==> config.mk <==
export PLATFORM = sky130hd
export DESIGN_NAME = pid_share_scheduler
export DESIGN_NICKNAME = d
export VERILOG_FILES = /design/src/rtl/pid_share_scheduler.sv
export SDC_FILE = /design/constraint.sdc
export NUM_CORES = 1
export LEC_CHECK = 0
export ABC_AREA = 0
export CORE_MARGIN = 2
export CORE_UTILIZATION = 44
export DETAILED_ROUTE_END_ITERATION = 12
export PLACE_DENSITY = 0.8
export SLEW_MARGIN = 20
export SYNTH_ARGS = -nofsm -noshare
export SYNTH_HDL_FRONTEND = slang
export SYNTH_SLANG_ARGS = --single-unit
export TNS_END_PERCENT = 30
==> constraint.sdc <==
create_clock -name CLK -period 4.4 [get_ports CLK]
set_input_delay 0.66 -clock CLK [delete_from_list [all_inputs] [get_ports CLK]]
set_output_delay 0.66 -clock CLK [all_outputs]
set_load 0.01 [all_outputs]
==> src/rtl/pid_share_scheduler.sv <==
// Shares one PID arithmetic engine across four fan channels: latches error samples,
// issues round-robin engine jobs, keeps per-channel integral/previous-error context.
module pid_share_scheduler #(
  parameter int unsigned DW      = 32,
  parameter int unsigned TMO_CYC = 64
) (
  input  logic          CLK,
  input  logic          nRST,
  input  logic [3:0]    CLR,
  input  logic [3:0]    SMP_VLD,
  output logic [3:0]    SMP_RDY,
  input  logic [DW-1:0] ERR_IN1,
  input  logic [DW-1:0] ERR_IN2,
  input  logic [DW-1:0] ERR_IN3,
  input  logic [DW-1:0] ERR_IN4,
  output logic          ENG_START,
  output logic [1:0]    ENG_CH,
  output logic [DW-1:0] ENG_ERR,
  output logic [DW-1:0] ENG_INTEG,
  output logic [DW-1:0] ENG_PREV,
  input  logic          ENG_DONE,
  input  logic [DW-1:0] ENG_INTEG_NXT,
  input  logic [DW-1:0] ENG_OUT,
  output logic [DW-1:0] PID_OUT1,
  output logic [DW-1:0] PID_OUT2,
  output logic [DW-1:0] PID_OUT3,
  output logic [DW-1:0] PID_OUT4,
  output logic [3:0]    OUT_VLD,
  output logic [3:0]    OVR,
  output logic          TMO
);

  localparam int unsigned NCH = 4;
  localparam int unsigned CW  = $clog2(TMO_CYC + 1);

  typedef enum logic [1:0] {IDLE, ISSUE, WAIT, WB} state_t;

  state_t        state, state_nxt;
  logic [DW-1:0] err_in  [NCH];
  logic [DW-1:0] smp     [NCH];
  logic [DW-1:0] integ   [NCH];
  logic [DW-1:0] prev    [NCH];
  logic [DW-1:0] pid_out [NCH];
  logic [3:0]    pending;
  logic [3:0]    accept;
  logic [3:0]    req;
  logic [1:0]    rr;
  logic [1:0]    idx;
  logic [1:0]    gnt_ch;
  logic          found;
  logic          aborted;
  logic          abort_now;
  logic [CW-1:0] tmo_cnt;
  logic          grant;
  logic          done_take;
  logic          tmo_hit;
  logic          wb_end;
  logic          write_ok;
  logic          job_free;

  assign err_in[0] = ERR_IN1;
  assign err_in[1] = ERR_IN2;
  assign err_in[2] = ERR_IN3;
  assign err_in[3] = ERR_IN4;

  assign PID_OUT1 = pid_out[0];
  assign PID_OUT2 = pid_out[1];
  assign PID_OUT3 = pid_out[2];
  assign PID_OUT4 = pid_out[3];

  // One-entry sample latch per channel; a clear blocks acceptance that cycle
  assign SMP_RDY = ~pending & ~CLR;
  assign accept  = SMP_VLD & SMP_RDY;
  assign req     = pending & ~CLR;

  // A clear of the in-flight channel at any point suppresses its write-back
  assign abort_now = aborted | CLR[ENG_CH];
  assign write_ok  = done_take & ~abort_now;
  assign job_free  = (wb_end | tmo_hit) & ~abort_now;

  always_ff @(posedge CLK or negedge nRST) begin
    if (!nRST) state <= IDLE;
    else       state <= state_nxt;
  end

  // Next-state, round-robin arbitration and job-completion strobes
  always_comb begin
    state_nxt = state;
    grant     = 1'b0;
    done_take = 1'b0;
    tmo_hit   = 1'b0;
    wb_end    = 1'b0;
    gnt_ch    = 2'd0;
    found     = 1'b0;
    idx       = 2'd0;
    for (int k = 1; k <= 4; k++) begin
      idx = rr + 2'(k);
      if (!found && req[idx]) begin
        found  = 1'b1;
        gnt_ch = idx;
      end
    end
    case (state)
      IDLE: begin
        if (|req) begin
          grant     = 1'b1;
          state_nxt = ISSUE;
        end
      end
      ISSUE: state_nxt = WAIT;
      WAIT: begin
        if (ENG_DONE) begin
          done_take = 1'b1;
          state_nxt = WB;
        end else if (tmo_cnt == CW'(TMO_CYC - 1)) begin
          tmo_hit   = 1'b1;
          state_nxt = IDLE;
        end
      end
      WB: begin
        wb_end    = 1'b1;
        state_nxt = IDLE;
      end
      default: state_nxt = IDLE;
    endcase
  end

  always_ff @(posedge CLK or negedge nRST) begin
    if (!nRST) begin
      rr        <= 2'd3;
      pending   <= '0;
      aborted   <= 1'b0;
      tmo_cnt   <= '0;
      ENG_START <= 1'b0;
      ENG_CH    <= 2'd0;
      ENG_ERR   <= '0;
      ENG_INTEG <= '0;
      ENG_PREV  <= '0;
      OUT_VLD   <= '0;
      OVR       <= '0;
      TMO       <= 1'b0;
      for (int i = 0; i < NCH; i++) begin
        smp[i]     <= '0;
        integ[i]   <= '0;
        prev[i]    <= '0;
        pid_out[i] <= '0;
      end
    end else begin
      ENG_START <= grant;
      OUT_VLD   <= '0;

      // Operands are frozen at grant and held until the next grant
      if (grant) begin
        ENG_CH    <= gnt_ch;
        ENG_ERR   <= smp[gnt_ch];
        ENG_INTEG <= integ[gnt_ch];
        ENG_PREV  <= prev[gnt_ch];
        aborted   <= 1'b0;
      end else if (state != IDLE && CLR[ENG_CH]) begin
        aborted <= 1'b1;
      end

      if (state == ISSUE)     tmo_cnt <= '0;
      else if (state == WAIT) tmo_cnt <= tmo_cnt + CW'(1);

      if (tmo_hit)          TMO <= 1'b1;
      if (wb_end | tmo_hit) rr  <= ENG_CH;

      for (int i = 0; i < NCH; i++) begin
        if (CLR[i]) begin
          integ[i]   <= '0;
          prev[i]    <= '0;
          pending[i] <= 1'b0;
          pid_out[i] <= '0;
          OVR[i]     <= 1'b0;
        end else begin
          if (accept[i]) begin
            smp[i]     <= err_in[i];
            pending[i] <= 1'b1;
          end else if (job_free && ENG_CH == 2'(i)) begin
            pending[i] <= 1'b0;
          end
          if (SMP_VLD[i] && pending[i]) OVR[i] <= 1'b1;
          if (write_ok && ENG_CH == 2'(i)) begin
            integ[i]   <= ENG_INTEG_NXT;
            prev[i]    <= ENG_ERR;
            pid_out[i] <= ENG_OUT;
            OUT_VLD[i] <= 1'b1;
          end
        end
      end
    end
  end

endmodule

==> implementation parameters <==
Parameter                              Value

Run status
  Status    completed

CTS
  Clock-pin slew of the registers on the worst-case setup and hold paths    0.06 ns
  Number of buffers inserted during clock tree synthesis    69
  Buffer levels on the longest clock path    3
  Number of H-tree levels    3
  CTS resizes    0
  Root buffer cell    clkbuf_16
  Latest clock arrival within the worst-skew pair    0.63 ns
  Number of clock sinks    636
  Number of buffers inserted to repair setup after CTS    0
  Number of buffers inserted for hold repair after clock tree synthesis    0
  CTS tree    yes

Synthesis
  Post-Synthesis Cells    between 2k and 3k
  EDFF count, synth    0
  Yosys warning count    0
  Main synth FF type    dfrtp_1
  Synthesis-stage register bit count    between 600 and 700
  Post-Syn Nets    around 2.8k
  Mean post-synth cell area    about 11 um^2
  Cell Area, Synth    0.0278 mm^2
  Async set or reset register ratio after synthesis    1.00
  Part of the Yosys area used for sequential elements    0.573
  Count of unique library cells instantiated by Yosys    46

Setup path
  Reg-to-reg critical path endpoint    integ[90]
  Required time of the worst setup path    just under 5 ns
  Class of the most critical setup path    primary input to flop
  Peak fanout along the critical path    between 70 and 80
  Timing startpoint of the critical path    CLR[0]
  Endpoint type of the worst setup path    flop
  Number of cells on the worst reg-to-reg path    5
  Critical path launch point type    primary input
  CP arrival    between 3 and 4 ns
  Worst-case register-to-register setup slack    1.73 ns
  Startpoint of the worst register-to-register path    ENG_CH[0]

Timing
  Total negative slack for setup checks    0 ns
  Final period demand of the worst path    just under 3 ns
  Final clock period utilization by the worst path    0.658
  Achievable frequency    345 MHz
  Worst max-slew margin expressed relative to the limit    0.357
  Pin slew with the least headroom to its limit    between 0.9 and 1 ns
  Clock tree skew after final layout    between 0.02 and 0.025 ns
  Final hold violation count    0
  Final Max Slew Viols    0
  Setup repair after global routing missed its margin    no
  Count of endpoints failing setup in the final report    0

Place
  Placer's final routability congestion estimate    roughly 0.82
  Detailed Place HPWL    ~49000 um
  Number of buffers added on ports    around 440

Floorplanning
  Horizontal die dimension    255 um
  Core region area    approximately 0.063 mm^2
  Number of primary I/O pins    around 440
  Site Rows    between 90 and 100
  Overall die height    255 um
  Initial Utilization    0.443
  Die area    0.0652 mm^2

Global routing
  Initial antenna violation count    9
  Via count of the first global-routing pass    ~21k
  GRT Util Overall    0.245
  Remaining Overflow, GRT    0
  Wire length of the first global-routing pass    ~120000 um
  Maximum number of pins on one net before global-route repair    ~120

Route
  First-iteration detailed-routing DRC count    ~1.7k
  Antenna violation net count after detailed routing    0
  DR pass1 iterations    6
  Average wire length per cell after detail routing    about 21 um
  Detailed-route vias per instance    between 5 and 6
  Total length of routed wires    around 80000 um
  Post-route DRC    0
  Number of vias in the routed layout    about 21k

Pwr
  Leakage component of the power    approximately 14 nW
  Total power density per cell area    ~440 mW/mm^2
  VDD IR max    0.000324 V

Hold path
  HP Class    primary input to async pin

Layout
  Most common cell after layout, fill and taps aside    dfrtp_1
  Layout Nets    about 3.2k
  End-of-flow core utilization    0.560
  Most used cells in the layout excluding fill and tap cells    dfrtp_1, nand2_1, clkdlybuf4s50_1
  Area growth from synthesis to final layout    26.4%
  Share of post-route cells with drive strength above 1    0.101

Run
  Max capacitance violation total    0
how the worst max path moves through the flow:
stage,slack [ns],depth (start not counted),end
global placement,0.98,8,ENG_PREV[16]
floorplan,2.01,9,prev[100]
CTS,1.57,8,ENG_PREV[16]
global route,1.34,8,ENG_PREV[18]
finish,1.50,8,ENG_PREV[16]
detailed placement,0.92,8,ENG_PREV[16]
power breakdown:
part	leakage (nW)	switching, mW	internal [mW]
clock	1.09	2.46	3.40
sequential	8.52	0.567	6.43
combinational	4.87	1.46	1.31
total	14.5	4.49	11.1
final cells by class:
| type | count | area (um^2) |
|---|---|---|
| well taps | 846 | 1060 |
| repair buffers | 486 | 4990 |
| inverters | 8 | 32.5 |
| clock buffers | 94 | 1930 |
| clock inverters | 25 | 329 |
| diodes | 6 | 15.0 |
| flip-flops and latches | 636 | 15900 |
| fillers | 5192 | 27600 |
| multi-input cells | 1767 | 10800 |
cells by family after synthesis:
| logic type | count (synthesis) | share of synthesized area |
|---|---|---|
| AND/OR/NAND/NOR | 924 | 0.155 |
| flip-flops | 636 | 0.573 |
| AO/OA/AOI/OAI | 508 | 0.106 |
| multiplexers | 327 | 0.124 |
| buffers and inverters | 207 | 0.0382 |
| adder cells (fa/ha/maj) | 6 | 0.00270 |
| XOR/XNOR | 2 | 0.000631 |
sequential cells by signal, summed over array words and instances, names as in the netlist, 32 cells and up:
register / flops
integ: 128
prev: 128
smp: 128
ENG_ERR: 32
ENG_INTEG: 32
ENG_PREV: 32
PID_OUT1: 32
PID_OUT2: 32
PID_OUT3: 32
PID_OUT4: 32
synth_stat cells, types with 2 or more instances:
library cell / n / share of area
o22ai_1: 3 / 0.00068
ha_1: 6 / 0.0027
nor3_1: 3 / 0.00054
o21ai_0: 218 / 0.039
clkbuf_2: 14 / 0.0025
o21ai_1: 171 / 0.031
nand3b_1: 3 / 0.00081
buf_6: 25 / 0.010
nor3_4: 2 / 0.0012
o21bai_1: 2 / 0.00054
nand3_1: 2 / 0.00036
buf_4: 4 / 0.0011
and2_1: 4 / 0.00090
nand2_1: 589 / 0.080
mux2i_1: 193 / 0.070
dfstp_2: 2 / 0.0019
o221ai_1: 97 / 0.031
a21oi_1: 11 / 0.0020
nand2b_1: 296 / 0.067
dfrtp_1: 634 / 0.57
buf_2: 51 / 0.0092
inv_1: 6 / 0.00081
mux2_2: 133 / 0.054
clkbuf_1: 102 / 0.014
buf_1: 3 / 0.00041
nor2_1: 15 / 0.0020
nor2b_1: 2 / 0.00045
metal layers:
| layer | part of all wire | routed length (um) | global-route usage |
|---|---|---|---|
| met1 | 0.44 | 34900 | 0.334 |
| met2 | 0.47 | 37700 | 0.390 |
| met3 | 0.064 | 5110 | 0.0459 |
| met4 | 0.027 | 2170 | 0.0901 |
| met5 | 0.00016 | 13 | 0 |
critical path, cell delays in order:
cell and delay, ns:
clkdlybuf4s50_1 0.66, nand2b_1 0.23, nand2_1 0.11, a311oi_4 0.41, buf_12 0.43, buf_4 0.37
mux2i_1 0.22, o221ai_1 0.14
through the flow:
stage	setup WS, ns	power (mW)	area, um^2	instances	hold slack, ns
detailed placement	0.920	9.84	32800	3743	0.465
global route	1.34	16.2	35100	3867	0.209
finish	1.50	15.6	35100	3868	0.148
floorplan	2.01	8.42	27800	2610	0.364
CTS	1.57	15.7	35100	3862	0.165
global placement	0.978	9.76	32800	3743	0.466
Note: power is estimated with default switching activity, not from simulation.
